File: config.mk
export PLATFORM = sky130hd
export DESIGN_NAME = integer_execute
export DESIGN_NICKNAME = d
export VERILOG_FILES = /design/src/rtl/integer_execute.sv
export SDC_FILE = /design/constraint.sdc
export NUM_CORES = 1
export LEC_CHECK = 0
export ABC_AREA = 0
export ABC_CLOCK_PERIOD_IN_PS = 11480
export BUFFER_PORTS_ARGS = -buffer_cell sky130_fd_sc_hd__clkbuf_2
export CAP_MARGIN = 20
export CORE_MARGIN = 2
export CORE_UTILIZATION = 35
export DETAILED_ROUTE_END_ITERATION = 16
export SLEW_MARGIN = 30
export SYNTH_ARGS = -nofsm -noshare
export SYNTH_HDL_FRONTEND = slang
export SYNTH_SLANG_ARGS = --single-unit
File: constraint.sdc
create_clock -name clk -period 11.48 [get_ports clk]
set_clock_uncertainty 0.05 [all_clocks]
set_input_delay 1.148 -clock clk [delete_from_list [all_inputs] [get_ports clk]]
set_output_delay 1.148 -clock clk [all_outputs]
set_load 0.02 [all_outputs]
File: src/rtl/integer_execute.sv
// integer_execute: single-cycle ALU/branch stage with registered broadcast, fetch redirect and a ROB writeback FIFO
module integer_execute #(
  parameter int ROB_ID_WIDTH = 5,
  parameter int XLEN = 32,
  parameter int WB_DEPTH = 2
) (
  input  logic                    clk,
  input  logic                    rst_aL,
  output logic                    issue_ready,
  input  logic                    issue_valid,
  input  logic [ROB_ID_WIDTH-1:0] issue_rob_id,
  input  logic [XLEN-1:0]         issue_src1_data,
  input  logic [XLEN-1:0]         issue_src2_data,
  input  logic [XLEN-1:0]         issue_imm,
  input  logic [XLEN-1:0]         issue_pc,
  input  logic [2:0]              issue_funct3,
  input  logic                    issue_is_r_type,
  input  logic                    issue_is_i_type,
  input  logic                    issue_is_u_type,
  input  logic                    issue_is_b_type,
  input  logic                    issue_is_j_type,
  input  logic                    issue_is_sub,
  input  logic                    issue_is_sra_srai,
  input  logic                    issue_is_lui,
  input  logic                    issue_is_jalr,
  input  logic                    issue_br_dir_pred,
  input  logic [XLEN-1:0]         issue_br_target_pred,
  output logic                    alu_broadcast_valid,
  output logic [ROB_ID_WIDTH-1:0] alu_broadcast_rob_id,
  output logic [XLEN-1:0]         alu_broadcast_reg_data,
  output logic                    fetch_redirect_valid,
  output logic [XLEN-1:0]         fetch_redirect_pc,
  input  logic                    flush,
  output logic                    rob_wb_valid,
  input  logic                    rob_wb_ready,
  output logic [ROB_ID_WIDTH-1:0] rob_wb_rob_id,
  output logic                    rob_wb_mispredict
);
  localparam int PW = $clog2(WB_DEPTH);
  localparam int CW = PW + 1;
  logic [XLEN-1:0] opb, alu, res, target, pc4, jsum;
  logic [4:0] sh;
  logic beq, blt, bltu, taken, is_br, misp, accept, pop, full;
  logic [ROB_ID_WIDTH-1:0] wb_id [WB_DEPTH];
  logic wb_mp [WB_DEPTH];
  logic [PW-1:0] wr_ptr, rd_ptr;
  logic [CW-1:0] count;
  logic unused_i_type;
  assign unused_i_type = issue_is_i_type;
  always_comb begin
    opb = issue_is_r_type ? issue_src2_data : issue_imm;
    sh = opb[4:0];
    pc4 = issue_pc + XLEN'(4);
    case (issue_funct3)
      3'b000: alu = (issue_is_r_type && issue_is_sub) ? issue_src1_data - opb : issue_src1_data + opb;
      3'b001: alu = issue_src1_data << sh;
      3'b010: alu = XLEN'($signed(issue_src1_data) < $signed(opb));
      3'b011: alu = XLEN'(issue_src1_data < opb);
      3'b100: alu = issue_src1_data ^ opb;
      3'b101: alu = issue_is_sra_srai ? XLEN'($signed(issue_src1_data) >>> sh) : issue_src1_data >> sh;
      3'b110: alu = issue_src1_data | opb;
      default: alu = issue_src1_data & opb;
    endcase
    res = issue_is_b_type ? '0 :
          (issue_is_j_type || issue_is_jalr) ? pc4 :
          issue_is_u_type ? (issue_is_lui ? issue_imm : issue_pc + issue_imm) : alu;
    beq = issue_src1_data == issue_src2_data;
    blt = $signed(issue_src1_data) < $signed(issue_src2_data);
    bltu = issue_src1_data < issue_src2_data;
    // funct3[0] inverts the base condition: eq/ne, lt/ge, ltu/geu
    taken = issue_is_j_type || issue_is_jalr ||
            (issue_is_b_type && ((issue_funct3[2] ? (issue_funct3[1] ? bltu : blt) : beq) ^ issue_funct3[0]));
    jsum = issue_src1_data + issue_imm;
    target = issue_is_jalr ? {jsum[XLEN-1:1], 1'b0} : issue_pc + issue_imm;
    is_br = issue_is_b_type || issue_is_j_type || issue_is_jalr;
    misp = is_br && ((taken != issue_br_dir_pred) || (taken && target != issue_br_target_pred));
  end
  assign rob_wb_valid = count != '0;
  assign pop = rob_wb_valid && rob_wb_ready;
  assign full = count == CW'(WB_DEPTH);
  assign issue_ready = !full || pop;
  assign accept = issue_valid && issue_ready && !flush;
  assign rob_wb_rob_id = wb_id[rd_ptr];
  assign rob_wb_mispredict = wb_mp[rd_ptr];
  always_ff @(posedge clk) begin
    if (!rst_aL) begin
      alu_broadcast_valid <= 1'b0;
      alu_broadcast_rob_id <= '0;
      alu_broadcast_reg_data <= '0;
      fetch_redirect_valid <= 1'b0;
      fetch_redirect_pc <= '0;
      wr_ptr <= '0;
      rd_ptr <= '0;
      count <= '0;
      for (int i = 0; i < WB_DEPTH; i++) begin
        wb_id[i] <= '0;
        wb_mp[i] <= 1'b0;
      end
    end else begin
      alu_broadcast_valid <= accept;
      fetch_redirect_valid <= accept && misp;
      if (accept) begin
        alu_broadcast_rob_id <= issue_rob_id;
        alu_broadcast_reg_data <= res;
        fetch_redirect_pc <= taken ? target : pc4;
        wb_id[wr_ptr] <= issue_rob_id;
        wb_mp[wr_ptr] <= misp;
        wr_ptr <= wr_ptr + PW'(1);
      end
      if (pop) rd_ptr <= rd_ptr + PW'(1);
      count <= count + CW'(accept) - CW'(pop);
    end
  end
endmodule

==> out/metrics.csv <==
metric,value,unit
final setup fails,0,
startpoint types,input port,
DRC Markers,0,
share of cells above drive strength 1,13.4,%
syn_area_per_cell,7.08,um2
CP arrival,6840,ps
setup_tns,0,ps
Critical Path End Type,flop,
number of global-route vias before repair,21000,
clk sinks,88,
"Setup Fix Bufs, Post-CTS",0,
Num CTS Buffers,9,
area occupied by multi-input gates,17000,um2
Worst path max stage delay,690,ps
Hold Path Class,reg -> reg,
first-pass GRT wire length,137000,um
worst path cell trace,clkbuf_2 -> buf_4 -> mux2i_4 -> buf_4 -> ha_1 -> nand2b_1 -> a21oi_1 -> o21ba_2 -> o21bai_1 -> a21oi_1 -> a211oi_1 -> o21ai_0 -> a211oi_1 -> mux2_2 -> a2111oi_0 -> o211a_1 -> o21ai_0,
end of the worst register-to-register path,alu_broadcast_reg_data[16]$_SDFFE_PN0P_,
worst path bufs/invs,3,
n_diodes,0,
Final Hold Vio Count,0,
Worst-Margin Slew,1020,ps
relative slew slack,31.8,%
post-synth cell types,101,
"Slowest-stage cell, CP",a211oi_1,
DR WL/cell,25.2,um
crit-path leading delay family,compound AO/OA/AOI/OAI gates,
antenna violations before repair,1,
min cycle time layout,6620,ps
post-route ant nets,0,
Synth Flop Type,dfxtp_1,
via count,23200,
total leakage power,9.70,nW
fmax,151,MHz
RSZ-0062 raised after global routing,no,
CTS tree,done,
Syn-to-layout area delta,11.0,%
Ports,262,
cts hold-fix bufs,0,
most frequent cells in the layout,"295 x nand2_1, 276 x a21oi_1, 260 x clkbuf_2",
power per cell area,89.9,nW/um2
dpl cell area,21900,um2
H-tree levels,3,
# rows,87,
Synth Instances,2831,
asr flop ratio synth,0,%
initial DRC count,3097,
"Endpoint, Worst Hold",fetch_redirect_pc[31]$_SDFFE_PN0P_,
GRT Total Usage,30.3,%
number of flops mapped to enable cells by yosys,10,
die area,59200,um2
Critical Path Fanout Max,66,
FF-to-FF Start,count[0]$_SDFF_PN0_,
Finished Layout Cells,3721,
Vias/cell,6.22,
worst hold path startpoint,fetch_redirect_pc[31]$_SDFFE_PN0P_,
Clock Tree Buf Depth,2,
CP required,11700,ps
clock-pin slew on the worst setup and hold paths,80,ps
Hold Path Depth,2,
largest net degree at the start of global routing,74,
"Net Count, Synth",3238,
fin util,39.4,%
register-to-register setup slack,7410,ps
peak supply drop,0.0000796,V
# fillers,6103,
HPWL after detailed placement,74300,um
root buffer cell,clkbuf_16,
Chip Width,243,um
Post-Syn Area,20100,um2
Syn. warnings,0,
total grt overflow,0,
CORE AREA,56500,um2
max-slew violations,0,
placed instance count,3705,
post-cts resize count,0,
design area,22300,um2
Worst-Skew Late Latency,370,ps
Final Wtd Congestion,0.979,
nets,3367,
total of max-cap violations,0,
Starting Density,35.5,%
Register Area,1860,um2
status,"finished, final reports clean",
Yosys reg bits,88,
Setup Crit Path Kind,in -> reg,
port buffer count,260,
Final period util,57.7,%
"Seq/Total Area, Yosys",9.28,%
Pre-Repair DR Iteration Count,8,
Die Ht,243,um
Routed Wire Length,93700,um
Worst R2R Path Depth,15,
"commonest non-fill, non-tap cell in the layout",nand2_1,
==> cell usage after synthesis (all sizes together), types with 11 or more instances <==
cell	number	area share (%)
ha	220	14
a221o	13	0.65
dfxtp	78	7.8
o21ai	214	5.3
or3	19	0.59
and4	11	0.49
a211oi	48	1.8
mux2	12	0.67
clkbuf	132	2.5
nand3	63	1.6
a21oi	281	7.1
and2	34	1.1
nor2	242	4.5
a31oi	28	0.87
nand2	295	5.5
nor3	52	1.3
o311ai	15	0.66
nand2b	15	0.47
xor2	78	3.4
nor4	19	0.62
o31ai	20	0.75
a221oi	26	1.2
a21o	37	1.4
a2111oi	12	0.68
o221ai	17	0.74
o21a	13	0.49
and3	31	1.0
or4	11	0.43
mux4	24	2.7
o211ai	84	3.1
inv	151	2.8
o21bai	30	1.1
mux2i	123	6.2
nor2b	21	0.67
xnor2	87	3.8
a21boi	29	1.1
buf	49	1.2
nand4	36	1.1
a22oi	15	0.56
==> worst min-delay path, cell delays in order, from the launching register on <==
cell,delay [ps]
dfxtp_1,320
nand2_1,50
nand2_1,40
==> power by group <==
group / internal [mW] / switching (mW) / total (mW) / leakage, nW
combinational: 0.459 / 0.840 / 1.30 / 8.81
clock: 0.198 / 0.146 / 0.344 / 0.157
sequential: 0.338 / 0.0214 / 0.359 / 0.741
==> cell type report <==
| cell class | count | area share [%] |
|---|---|---|
| multi-input combinational | 2407 | 76.2 |
| inverter | 155 | 2.61 |
| clock buffer | 12 | 1.11 |
| sequential | 88 | 8.36 |
| tap | 756 | 4.25 |
| timing repair buffer | 299 | 7.16 |
| clock inverter | 4 | 0.348 |
==> cell families after synthesis <==
group | Yosys count | share of synthesized area, %
AOI/OAI and AO/OA | 970 | 31.7
adders and majority gates | 224 | 14.1
buffers and inverters | 336 | 6.58
muxes | 159 | 9.57
xor gates and xnor gates | 173 | 8.11
DFF | 88 | 9.28
and+or+nand+nor | 881 | 20.6
==> worst max path at each step <==
stage | endpoint | start | slack, ps | cells past startpoint
2_1_floorplan | alu_broadcast_reg_data[30]$_SDFFE_PN0P_ | issue_is_r_type | 5440 | 22
3_3_place_gp | alu_broadcast_reg_data[30]$_SDFFE_PN0P_ | issue_is_r_type | 4690 | 17
3_5_place_dp | alu_broadcast_reg_data[30]$_SDFFE_PN0P_ | issue_is_r_type | 4680 | 17
4_1_cts | alu_broadcast_reg_data[24]$_SDFFE_PN0P_ | issue_is_r_type | 5090 | 20
5_1_grt | alu_broadcast_reg_data[24]$_SDFFE_PN0P_ | issue_is_r_type | 4630 | 20
6_report | alu_broadcast_reg_data[30]$_SDFFE_PN0P_ | issue_is_r_type | 4860 | 17
==> layer usage <==
metal	GRT usage (%)	vias up	routed length, um
li1	-	10700	-
met1	43.3	10900	41200
met2	46.0	1344	40300
met3	6.04	174	9520
met4	7.78	0	2670
met5	0	-	0
==> per-stage QoR <==
step | setup WS (ps) | power [mW] | hold slack [ps]
3_5_place_dp | 4680 | 1.62 | 383
4_1_cts | 5090 | 1.97 | 394
6_report | 4860 | 2.00 | 392
5_1_grt | 4630 | 2.11 | 431
2_1_floorplan | 5440 | 1.21 | 403
3_3_place_gp | 4690 | 1.62 | 385
==> registers in the layout (all words and copies together), names as in the netlist, named ones only <==
name and flops:
wb_id 10, wb_mp 2, fetch_redirect_pc 32, alu_broadcast_rob_id 5
count 2, wr_ptr 1, fetch_redirect_valid 1, alu_broadcast_reg_data 32
alu_broadcast_valid 1, rd_ptr 1
(Power assumes the default switching activity.)
